### src/rtl/nx4_pkg.sv
// Shared constants, the latch report record and the rising-edge helper
// for the NX4 panel-bus receiver.
package nx4_pkg;

  localparam int NX4_CHAINS       = 12;
  localparam int NX4_DC_WIDTH     = 6;
  localparam int NX4_BITCNT_WIDTH = 11;

  typedef struct packed {
    logic [NX4_BITCNT_WIDTH-1:0] bit_count;
    logic                        mode;
    logic                        err;
  } latch_rpt_t;

  function automatic logic nx4_rise(input logic pin, input logic pin_q);
    return pin & ~pin_q;
  endfunction

endpackage

### src/rtl/nx4_panel_receiver_if.sv
// Bundle of NX4 panel pins plus the word, latch and GSCLK report outputs.
// master drives the panel pins and word_ready; slave is the receiver.
interface nx4_panel_receiver_if
  import nx4_pkg::*;
#(
  parameter int GSIDX_WIDTH = 12,
  parameter int GSCNT_WIDTH = 16
);

  logic                              led_sclk;
  logic [6:1]                        led_l_sin;
  logic [6:1]                        led_r_sin;
  logic                              led_mode;
  logic                              led_xlat;
  logic                              led_blank;
  logic                              led_gsclk;

  logic                              word_valid;
  logic                              word_ready;
  logic [NX4_CHAINS*GSIDX_WIDTH-1:0] word_data;
  logic [7:0]                        word_index;
  logic                              word_overflow;

  logic                              latch_valid;
  logic [NX4_BITCNT_WIDTH-1:0]       latch_bits;
  logic                              latch_mode;
  logic                              latch_error;

  logic                              gs_valid;
  logic [GSCNT_WIDTH-1:0]            gs_count;

  modport master (
    output led_sclk, led_l_sin, led_r_sin, led_mode, led_xlat, led_blank, led_gsclk,
    output word_ready,
    input  word_valid, word_data, word_index, word_overflow,
    input  latch_valid, latch_bits, latch_mode, latch_error,
    input  gs_valid, gs_count
  );

  modport slave (
    input  led_sclk, led_l_sin, led_r_sin, led_mode, led_xlat, led_blank, led_gsclk,
    input  word_ready,
    output word_valid, word_data, word_index, word_overflow,
    output latch_valid, latch_bits, latch_mode, latch_error,
    output gs_valid, gs_count
  );

endinterface

### src/rtl/nx4_edge_detect.sv
// Registers one strobe pin and emits a registered one-cycle pulse on the
// clock edge that first sees the pin high.
module nx4_edge_detect
  import nx4_pkg::*;
(
  input  logic clock,
  input  logic reset,
  input  logic pin,
  output logic rise
);

  logic pin_q;
  logic rise_r;

  // Pin history and rise pulse
  always_ff @(posedge clock) begin
    if (reset) begin
      pin_q  <= 1'b0;
      rise_r <= 1'b0;
    end else begin
      pin_q  <= pin;
      rise_r <= nx4_rise(pin, pin_q);
    end
  end

  assign rise = rise_r;

endmodule

### src/rtl/nx4_panel_receiver.sv
// Reference consumer of the NX4 panel bus: deserializes the 12 chains into
// word bundles, reports latch events with a length check and counts GSCLK per blank.
module nx4_panel_receiver
  import nx4_pkg::*;
#(
  parameter int GSIDX_WIDTH = 12,
  parameter int SIDX_MAX    = 576,
  parameter int GSCNT_WIDTH = 16
)(
  input  logic                 clock,
  input  logic                 reset,
  nx4_panel_receiver_if.slave  bus
);

  localparam int WBC_W = $clog2(GSIDX_WIDTH + 1);
  localparam logic [NX4_BITCNT_WIDTH-1:0] EXP_GS = NX4_BITCNT_WIDTH'(SIDX_MAX);
  localparam logic [NX4_BITCNT_WIDTH-1:0] EXP_DC = NX4_BITCNT_WIDTH'(SIDX_MAX / 2);
  localparam logic [GSIDX_WIDTH-1:0] DC_MASK =
    {{(GSIDX_WIDTH-NX4_DC_WIDTH){1'b0}}, {NX4_DC_WIDTH{1'b1}}};

  logic                              sclk_rise_s;
  logic                              xlat_rise_s;
  logic                              blank_rise_s;
  logic                              gsclk_rise_s;

  logic [6:1]                        l_sin_q;
  logic [6:1]                        r_sin_q;
  logic                              mode_q;
  logic [NX4_CHAINS-1:0]             sin_vec_s;

  logic [GSIDX_WIDTH-1:0]            shreg_r     [NX4_CHAINS];
  logic [GSIDX_WIDTH-1:0]            shreg_nxt_s [NX4_CHAINS];
  logic [NX4_BITCNT_WIDTH-1:0]       bit_cnt_r;
  logic [NX4_BITCNT_WIDTH-1:0]       bit_cnt_nxt_s;
  logic [WBC_W-1:0]                  wbits_r;
  logic [WBC_W-1:0]                  wbits_nxt_s;
  logic [WBC_W-1:0]                  wlen_s;
  logic [7:0]                        word_idx_r;
  logic                              mode_r;
  logic                              mode_cur_s;
  logic                              word_done_s;
  logic [NX4_CHAINS*GSIDX_WIDTH-1:0] word_pack_s;
  logic [NX4_BITCNT_WIDTH-1:0]       exp_bits_s;
  latch_rpt_t                        latch_nxt_s;

  logic                              word_valid_r;
  logic [NX4_CHAINS*GSIDX_WIDTH-1:0] word_data_r;
  logic [7:0]                        word_index_r;
  logic                              word_overflow_r;
  logic                              latch_valid_r;
  latch_rpt_t                        latch_r;
  logic                              gs_valid_r;
  logic [GSCNT_WIDTH-1:0]            gs_cnt_r;
  logic [GSCNT_WIDTH-1:0]            gs_count_r;

  nx4_edge_detect u_sclk_ed  (.clock(clock), .reset(reset), .pin(bus.led_sclk),  .rise(sclk_rise_s));
  nx4_edge_detect u_xlat_ed  (.clock(clock), .reset(reset), .pin(bus.led_xlat),  .rise(xlat_rise_s));
  nx4_edge_detect u_blank_ed (.clock(clock), .reset(reset), .pin(bus.led_blank), .rise(blank_rise_s));
  nx4_edge_detect u_gsclk_ed (.clock(clock), .reset(reset), .pin(bus.led_gsclk), .rise(gsclk_rise_s));

  // Data and mode pins sampled alongside the strobes so they line up with the rise pulses
  always_ff @(posedge clock) begin
    if (reset) begin
      l_sin_q <= 6'b0;
      r_sin_q <= 6'b0;
      mode_q  <= 1'b0;
    end else begin
      l_sin_q <= bus.led_l_sin;
      r_sin_q <= bus.led_r_sin;
      mode_q  <= bus.led_mode;
    end
  end

  assign sin_vec_s = {r_sin_q, l_sin_q};

  // Shift, bit counting, mode capture and word-completion decision
  always_comb begin
    shreg_nxt_s   = shreg_r;
    bit_cnt_nxt_s = bit_cnt_r;
    wbits_nxt_s   = wbits_r;
    mode_cur_s    = mode_r;
    wlen_s        = WBC_W'(GSIDX_WIDTH);
    word_done_s   = 1'b0;
    if (sclk_rise_s) begin
      for (int i = 0; i < NX4_CHAINS; i++) begin
        shreg_nxt_s[i] = {shreg_r[i][GSIDX_WIDTH-2:0], sin_vec_s[i]};
      end
      if (bit_cnt_r == '0) mode_cur_s = mode_q;
      else                 mode_cur_s = mode_r;
      if (bit_cnt_r != '1) bit_cnt_nxt_s = bit_cnt_r + 11'd1;
      else                 bit_cnt_nxt_s = bit_cnt_r;
      if (mode_cur_s) wlen_s = WBC_W'(NX4_DC_WIDTH);
      else            wlen_s = WBC_W'(GSIDX_WIDTH);
      if (wbits_r + WBC_W'(1) == wlen_s) begin
        word_done_s = 1'b1;
        wbits_nxt_s = '0;
      end else begin
        wbits_nxt_s = wbits_r + WBC_W'(1);
      end
    end else begin
      word_done_s = 1'b0;
    end
  end

  // Right-justified bundle; dot-correction words drop the stale upper bits
  always_comb begin
    word_pack_s = '0;
    for (int i = 0; i < NX4_CHAINS; i++) begin
      if (mode_cur_s) word_pack_s[i*GSIDX_WIDTH +: GSIDX_WIDTH] = shreg_nxt_s[i] & DC_MASK;
      else            word_pack_s[i*GSIDX_WIDTH +: GSIDX_WIDTH] = shreg_nxt_s[i];
    end
  end

  // Latch report including any bit shifted on the same cycle
  always_comb begin
    if (mode_cur_s) exp_bits_s = EXP_DC;
    else            exp_bits_s = EXP_GS;
    latch_nxt_s.bit_count = bit_cnt_nxt_s;
    latch_nxt_s.mode      = mode_cur_s;
    latch_nxt_s.err       = (bit_cnt_nxt_s != exp_bits_s) || (wbits_nxt_s != '0);
  end

  // Deserializer state, output word register and latch reporting
  always_ff @(posedge clock) begin
    if (reset) begin
      shreg_r         <= '{default: '0};
      bit_cnt_r       <= '0;
      wbits_r         <= '0;
      word_idx_r      <= 8'd0;
      mode_r          <= 1'b0;
      word_valid_r    <= 1'b0;
      word_data_r     <= '0;
      word_index_r    <= 8'd0;
      word_overflow_r <= 1'b0;
      latch_valid_r   <= 1'b0;
      latch_r         <= '0;
    end else begin
      shreg_r       <= shreg_nxt_s;
      mode_r        <= mode_cur_s;
      latch_valid_r <= xlat_rise_s;
      if (xlat_rise_s) begin
        bit_cnt_r  <= '0;
        wbits_r    <= '0;
        word_idx_r <= 8'd0;
        latch_r    <= latch_nxt_s;
      end else begin
        bit_cnt_r <= bit_cnt_nxt_s;
        wbits_r   <= wbits_nxt_s;
        if (word_done_s) word_idx_r <= word_idx_r + 8'd1;
      end
      if (word_done_s && (!word_valid_r || bus.word_ready)) begin
        word_valid_r <= 1'b1;
        word_data_r  <= word_pack_s;
        word_index_r <= word_idx_r;
      end else if (word_valid_r && bus.word_ready) begin
        word_valid_r <= 1'b0;
      end
      if (word_done_s && word_valid_r && !bus.word_ready) word_overflow_r <= 1'b1;
    end
  end

  // GSCLK per blank period; a coincident gsclk edge opens the new period
  always_ff @(posedge clock) begin
    if (reset) begin
      gs_cnt_r   <= '0;
      gs_count_r <= '0;
      gs_valid_r <= 1'b0;
    end else begin
      gs_valid_r <= blank_rise_s;
      if (blank_rise_s) begin
        gs_count_r <= gs_cnt_r;
        gs_cnt_r   <= gsclk_rise_s ? GSCNT_WIDTH'(1) : '0;
      end else if (gsclk_rise_s && (gs_cnt_r != '1)) begin
        gs_cnt_r <= gs_cnt_r + GSCNT_WIDTH'(1);
      end
    end
  end

  assign bus.word_valid    = word_valid_r;
  assign bus.word_data     = word_data_r;
  assign bus.word_index    = word_index_r;
  assign bus.word_overflow = word_overflow_r;
  assign bus.latch_valid   = latch_valid_r;
  assign bus.latch_bits    = latch_r.bit_count;
  assign bus.latch_mode    = latch_r.mode;
  assign bus.latch_error   = latch_r.err;
  assign bus.gs_valid      = gs_valid_r;
  assign bus.gs_count      = gs_count_r;

endmodule

### src/flat_wrapper.sv
// flat-port wrapper written by rule: the top's interface ports become plain ports
module nx4_panel_receiver_flat import nx4_pkg::*;
#(
  parameter int GSIDX_WIDTH = 12,
  parameter int SIDX_MAX    = 576,
  parameter int GSCNT_WIDTH = 16
)
  (clock, reset, bus_led_sclk, bus_led_l_sin, bus_led_r_sin, bus_led_mode, bus_led_xlat, bus_led_blank, bus_led_gsclk, bus_word_ready, bus_word_valid, bus_word_data, bus_word_index, bus_word_overflow, bus_latch_valid, bus_latch_bits, bus_latch_mode, bus_latch_error, bus_gs_valid, bus_gs_count);
  nx4_panel_receiver_if #(.GSIDX_WIDTH(GSIDX_WIDTH), .GSCNT_WIDTH(GSCNT_WIDTH)) bus_i ();
  input  logic clock;
  input  logic reset;
  input wire logic [$bits(bus_i.led_sclk)-1:0] bus_led_sclk;
  input wire logic [$bits(bus_i.led_l_sin)-1:0] bus_led_l_sin;
  input wire logic [$bits(bus_i.led_r_sin)-1:0] bus_led_r_sin;
  input wire logic [$bits(bus_i.led_mode)-1:0] bus_led_mode;
  input wire logic [$bits(bus_i.led_xlat)-1:0] bus_led_xlat;
  input wire logic [$bits(bus_i.led_blank)-1:0] bus_led_blank;
  input wire logic [$bits(bus_i.led_gsclk)-1:0] bus_led_gsclk;
  input wire logic [$bits(bus_i.word_ready)-1:0] bus_word_ready;
  output wire logic [$bits(bus_i.word_valid)-1:0] bus_word_valid;
  output wire logic [$bits(bus_i.word_data)-1:0] bus_word_data;
  output wire logic [$bits(bus_i.word_index)-1:0] bus_word_index;
  output wire logic [$bits(bus_i.word_overflow)-1:0] bus_word_overflow;
  output wire logic [$bits(bus_i.latch_valid)-1:0] bus_latch_valid;
  output wire logic [$bits(bus_i.latch_bits)-1:0] bus_latch_bits;
  output wire logic [$bits(bus_i.latch_mode)-1:0] bus_latch_mode;
  output wire logic [$bits(bus_i.latch_error)-1:0] bus_latch_error;
  output wire logic [$bits(bus_i.gs_valid)-1:0] bus_gs_valid;
  output wire logic [$bits(bus_i.gs_count)-1:0] bus_gs_count;
  assign bus_i.led_sclk = bus_led_sclk;
  assign bus_i.led_l_sin = bus_led_l_sin;
  assign bus_i.led_r_sin = bus_led_r_sin;
  assign bus_i.led_mode = bus_led_mode;
  assign bus_i.led_xlat = bus_led_xlat;
  assign bus_i.led_blank = bus_led_blank;
  assign bus_i.led_gsclk = bus_led_gsclk;
  assign bus_i.word_ready = bus_word_ready;
  assign bus_word_valid = bus_i.word_valid;
  assign bus_word_data = bus_i.word_data;
  assign bus_word_index = bus_i.word_index;
  assign bus_word_overflow = bus_i.word_overflow;
  assign bus_latch_valid = bus_i.latch_valid;
  assign bus_latch_bits = bus_i.latch_bits;
  assign bus_latch_mode = bus_i.latch_mode;
  assign bus_latch_error = bus_i.latch_error;
  assign bus_gs_valid = bus_i.gs_valid;
  assign bus_gs_count = bus_i.gs_count;
  nx4_panel_receiver #(.GSIDX_WIDTH(GSIDX_WIDTH), .SIDX_MAX(SIDX_MAX), .GSCNT_WIDTH(GSCNT_WIDTH)) u_core (.clock(clock), .reset(reset), .bus(bus_i));
endmodule
### config.mk
export PLATFORM = sky130hd
export DESIGN_NAME = nx4_panel_receiver_flat
export DESIGN_NICKNAME = d
export VERILOG_FILES = /design/src/rtl/nx4_pkg.sv /design/src/rtl/nx4_panel_receiver_if.sv /design/src/rtl/nx4_edge_detect.sv /design/src/rtl/nx4_panel_receiver.sv /design/src/flat_wrapper.sv
export SDC_FILE = /design/constraint.sdc
export NUM_CORES = 1
export LEC_CHECK = 0
export CAP_MARGIN = 20
export CORE_ASPECT_RATIO = 0.6
export CORE_MARGIN = 4
export CORE_UTILIZATION = 40
export DETAILED_ROUTE_END_ITERATION = 16
export PLACE_DENSITY = 0.7
export SLEW_MARGIN = 20
export SYNTH_ARGS = -nofsm -noshare
export SYNTH_HDL_FRONTEND = slang
export SYNTH_SLANG_ARGS = --single-unit
export TNS_END_PERCENT = 100
### constraint.sdc
create_clock -name clock -period 3.21 [get_ports clock]
set_input_delay 0.4815 -clock clock [delete_from_list [all_inputs] [get_ports clock]]
set_output_delay 0.4815 -clock clock [all_outputs]
set_load 0.02 [all_outputs]
### Yosys cells after proc, flatten, opt, wreduce, memory -nomap -nowiden

Cells that the tools add are included.

* register bits: 390
* logic and storage cells: 98
* output and inout port bits: 185

* bitwise gates (word level): 8
* mux-type cells: 30
* add/sub/neg operators: 4
* equality and inequality tests: 4
* reductions and logical operators: 14

Operators with widths (number)
* $mux 12: 12
* $mux 144: 1
* $mux 16: 2
* $mux 11: 2
* $add 16x1->16 const B: 1
* $mux 4: 4
* $ne 16x16->1 const B: 1
* $add 11x1->11 const B: 1
* $logic_not 11->1: 1
* $ne 11x10->1: 1
* $ne 11x11->1 const B: 1
* $mux 10: 1
* $add 8x1->8 const B: 1
* $mux 1: 8
* $logic_and 1x1->1: 5
* $add 4x1->4 const B: 1
* $and 1x1->1: 4
* $eq 4x4->1: 1
* $not 1->1: 4
* $reduce_bool 2->1: 2
* $reduce_bool 4->1: 1
* $logic_not 1->1: 2
* $logic_or 1x1->1: 2
* $reduce_or 2->1: 1

### Longest topological paths before layout

* depth after elaboration: 10
* gate-level depth with buffers: 12
* depth with buffers taken out: 9

### By module

A second synthesis with hierarchy kept.

* cell total of the unflattened synthesis: 1375
* area total of the unflattened synthesis: 13958.4 sq um

By module, submodules not included
* nx4_panel_receiver: instances 1, area an instance 13723.2 sq um, cells each 1359
* nx4_edge_detect: instances 4, area an instance 58.8 sq um, cells each 4

### Least setup slack after synthesis

OpenSTA, ideal clock, no wires.

* path type: reg-to-reg
* start point: register u_core.bit_cnt_r[0]
* end point: register u_core.word_data_r[0] (netlist: u_core.bus.word_data[0])
* library setup time: 117 ps
* arrival time: 2344 ps
* stages on the path, launching flop included: 12
* period minus slack after synthesis: 2461 ps
* buffers on the path: 2
* data required time: 3093 ps
* setup slack: 749 ps
* cell sequence: dfxtp_1 inv_1 ha_1 nor4b_2 and4_1 or4_1 a21oi_1 and2b_1 buf_6 nor2_1 buf_2 o22a_1

* longest elaborated chain between the ends: 9

Ends and longest elaborated chain
* start: declaration: line nx4_panel_receiver.sv:33 `logic [NX4_BITCNT_WIDTH-1:0] bit_cnt_r;`
* start signal: assignment: line nx4_panel_receiver.sv:147 `bit_cnt_r <= bit_cnt_nxt_s;`
* $logic_not 11->1: line nx4_panel_receiver.sv:88 `if (bit_cnt_r == '0) mode_cur_s = mode_q;`
* $mux 1: line nx4_panel_receiver.sv:88
* $mux 1: line nx4_panel_receiver.sv:84 `if (sclk_rise_s) begin`
* $mux 4: line nx4_panel_receiver.sv:92 `if (mode_cur_s) wlen_s = WBC_W'(NX4_DC_WIDTH);`
* $mux 4: line nx4_panel_receiver.sv:84
* $eq 4x4->1: line nx4_panel_receiver.sv:94 `if (wbits_r + WBC_W'(1) == wlen_s) begin`
* $mux 1: line nx4_panel_receiver.sv:94
* $mux 1: line nx4_panel_receiver.sv:84
* $logic_and 1x1->1: line nx4_panel_receiver.sv:151 `if (word_done_s && (!word_valid_r || bus.word_ready)) begin`
* end signal: assignment: line nx4_panel_receiver.sv:153 `word_data_r <= word_pack_s;`
* end: declaration: line nx4_panel_receiver.sv:47 `logic [NX4_CHAINS*GSIDX_WIDTH-1:0] word_data_r;`

No other way between the ends. The select of a mux whose other input is x is not followed.
A chain may end at the register's enable or synchronous reset.

### Final worst setup path

* start point: register u_core.bit_cnt_r[0]
* end point: register u_core.word_data_r[33] (netlist: u_core.bus.word_data[33])

* longest elaborated chain between the ends: 9
* elaborated cells between the ends (all ways): 11

Ends and longest elaborated chain (line)
* $logic_not 11->1 (*): nx4_panel_receiver.sv:88
* $mux 1 (*): nx4_panel_receiver.sv:88
* $mux 1 (*): nx4_panel_receiver.sv:84
* $mux 4: nx4_panel_receiver.sv:92
* $mux 4: nx4_panel_receiver.sv:84
* $eq 4x4->1: nx4_panel_receiver.sv:94
* $mux 1: nx4_panel_receiver.sv:94
* $mux 1: nx4_panel_receiver.sv:84
* $logic_and 1x1->1: nx4_panel_receiver.sv:151

Every way passes the cells marked *; elsewhere a longest branch is shown, timed or not. The select of a mux whose other input is x is not followed.

==> flow_summary.yaml <==
synthesis:
  ys_ff_latch: 390
  synth-seq-area-share: 0.569
  ys.flop_type: "dfxtp_1"
  netlist.top_cell.by_area: "dfxtp_1"
  syn_area_sq_um: 13700
  syn_nets: 1394
  synth_edf_count: 0
  yosys.cell_types.count: 46
  synth_area_leaders: "dfxtp_1, mux2i_1, nor2_1"
  yosysWarnings: 0
  syn_inst: 1369
  avgSynthCellArea_sq_um: 10.0
  async_reset_ff_frac: 0
  synth_top_cell_area_share: 0.569
pwr:
  ir_drop_mv: 0.332
  p_comb_frac: 0.033
  p_clk_frac: 0.456
  powerDensity_nw_per_um2: 554
  power_w: 0.00957
  p_leak_nw: 6.60
  p_sw_frac: 0.212
  p_sw_w: 0.00203
  p_int_w: 0.00754
  seqPwrFrac: 0.511
drt:
  routed-wl-met2_um: 14000
  wl_met1_um: 16100
  first_pass_iters: 5
  vias: 9977
  totalWireLength_um: 32500
  wl_per_cell_um: 16.0
  route.met3.wl_um: 1690
  top_layer: "met4"
  ant_nets: 0
  drt-initial-drc-count: 654
  drc: 0
  vias_per_cell: 4.93
timing:
  worst_slew_pin_slew_ns: 1.03
  rsz0062_at_grt: "false"
  hold_viol_final: 0
  fmax_mhz: 332
  setup_tns_ns: 0
  setup_violations: 0
  timing.final.crit_share: 0.939
  period_needed_ns: 3.01
  worst_slack_ns: 0.195
  fin_skew_ns: 0.0152
  slew_headroom: 0.313
  drv_slew: 0
critical_path:
  crit_path_max_incr_delay_ns: 0.53
  path_cells: "inv_1, ha_1, nor4b_2, a31oi_1, or4_1, a21oi_1, and2b_4, or2_2, buf_12, a21oi_1"
  crit_slowest_cell: "or4_1"
  end_kind: "flip-flop"
  crit_required_ns: 3.59
  arrival_ns: 3.40
  cpMostUsedCell: "a21oi_1"
  criticalPathCategory: "flip-flop to flip-flop"
  path_max_fanout: 62
  critPathLaunchType: "flip-flop"
clocking:
  cts-root-buf: "clkbuf_16"
  hold_buffers: 0
  numCtsBuffers: 37
  cts_tree: "yes"
  clock_path_buffers: 3
  clock_latency_ns: 0.52
  cts.sinks: 390
  clk_pin_slew_ns: 0.06
  post_cts_buffers: 0
  cts_resized: 0
  cts-htree-levels: 2
grt:
  grt_max_degree: 102
  grt_first_pass_wirelength_um: 51500
  grtUsageTotal: 0.169
  grt_overflow: 0
  grt_pass1_vias: 9535
  antenna_found_initial: 0
outcome:
  status: "finished, final reports clean"
finish:
  final_common_cell: "dfxtp_1"
  num_antenna_cells: 0
  area_growth_pct: 26.1
  most-common-layout-cells: "dfxtp_1, nor2_1, clkdlybuf4s50_1"
  final_cell_count_no_fill: 2025
  drive_above_1_share: 0.0587
  final_area_sq_um: 17300
  nets: 1566
die:
  core_sq_um: 33800
  start_util: 0.406
  ioPinCount: 205
  dieArea_sq_um: 37400
  die_x_um: 247
  rows: 52
  die_height_um: 151
placed_design:
  placed_area_sq_um: 16100
  gp_congestion: 0.852
  io_buffer_count: 204
  placedCellCount: 1960
  place_hpwl_um: 21200
  place_ws_ns: 0.220
min_path:
  hp-class: "flip-flop to flip-flop"
run:
  maxCapViolations: 0
-- power by group through the flow --
stage	Sequential, W	Combinational, W	Clock, W
floorplan	0.00500	0.000229	0
global placement	0.00500	0.000317	0
detailed placement	0.00500	0.000319	0
CTS	0.00489	0.000321	0.00450
global route	0.00489	0.000347	0.00472
finish	0.00489	0.000318	0.00436
-- final cells by class --
class,instances,area (sq um)
Sequential cell,390,7810
Fill cell,3087,16500
Clock inverter,9,106
Tap cell,459,574
Inverter,9,33.8
Timing Repair Buffer,221,2220
Multi-Input combinational cell,882,5430
Clock buffer,55,1110
-- per-layer routing --
layer	track usage	vias to the layer above
met5	0	-
met4	0.0456	0
met3	0.0386	47
met2	0.251	211
met1	0.246	4710
li1	-	5009
-- worst paths after layout --
kind                                                        start                                     to  slack [ns]  cells past startpoint
worst max-delay path               u_core.bit_cnt_r[0]$_SDFF_PP0_  u_core.bus.word_data[33]$_SDFFE_PP0P_        0.20                     10
worst min-delay path            u_core.u_sclk_ed.pin_q$_SDFF_PP0_       u_core.u_sclk_ed.rise$_SDFF_PP0_        0.38                      1
worst max register to register     u_core.bit_cnt_r[0]$_SDFF_PP0_  u_core.bus.word_data[33]$_SDFFE_PP0P_        0.20                     10
worst min register to register  u_core.u_sclk_ed.pin_q$_SDFF_PP0_       u_core.u_sclk_ed.rise$_SDFF_PP0_        0.38                      1
-- state kept, by name, summed over array words and instances, names as in the netlist, 4 cells and up --
name / cells
u_core.shreg_r: 144
u_core.word_idx_r: 8
u_core.bus.word_index: 8
u_core.r_sin_q: 6
u_core.gs_cnt_r: 16
u_core.bit_cnt_r: 11
u_core.bus.gs_count: 16
u_core.wbits_r: 4
u_core.l_sin_q: 6
u_core.bus.latch_bits: 11
u_core.bus.word_data: 144
-- critical path, delay by kind of cell, from the launching register on --
kind	cells	cell delay, ns
AO/OA/AOI/OAI	3	0.57
adder cells (fa/ha/maj)	1	0.16
buffers and inverters	2	0.40
flip-flops	1	0.35
AND/OR/NAND/NOR	4	1.34
-- kinds of logic (layout without fill, tap and decap cells) --
logic type | after synthesis | in the layout | synth area share
AND/OR/NAND/NOR | 488 | 489 | 0.151
multiplexers | 176 | 176 | 0.129
buffers and inverters | 98 | 294 | 0.0366
flip-flops | 390 | 390 | 0.569
adder cells (fa/ha/maj) | 5 | 5 | 0.00456
XOR/XNOR | 27 | 27 | 0.0172
AO/OA/AOI/OAI | 185 | 185 | 0.0925
-- cells in the mapped netlist, drive strengths merged, types with 3 or more instances --
| library cell | count |
|---|---|
| xnor2 | 14 |
| or2 | 4 |
| dfxtp | 390 |
| buf | 47 |
| nor2b | 28 |
| nand2 | 93 |
| a21oi | 83 |
| inv | 9 |
| a31oi | 3 |
| o22a | 72 |
| ha | 5 |
| and4 | 5 |
| or4 | 3 |
| nor2 | 306 |
| nor3 | 5 |
| nand2b | 3 |
| clkbuf | 42 |
| a211oi | 8 |
| nand4 | 14 |
| xor2 | 13 |
| and3 | 6 |
| o21ai | 11 |
| or3 | 3 |
| mux2i | 174 |
| nand3 | 10 |
-- stage by stage --
stage	utilization	hold WS [ns]
2_1_floorplan	-	0.367
3_3_place_gp	0.476	0.364
3_5_place_dp	0.476	0.372
4_1_cts	0.512	0.382
5_1_grt	0.512	0.388
6_report	0.512	0.381
Note: power is estimated with default switching activity, not from simulation.
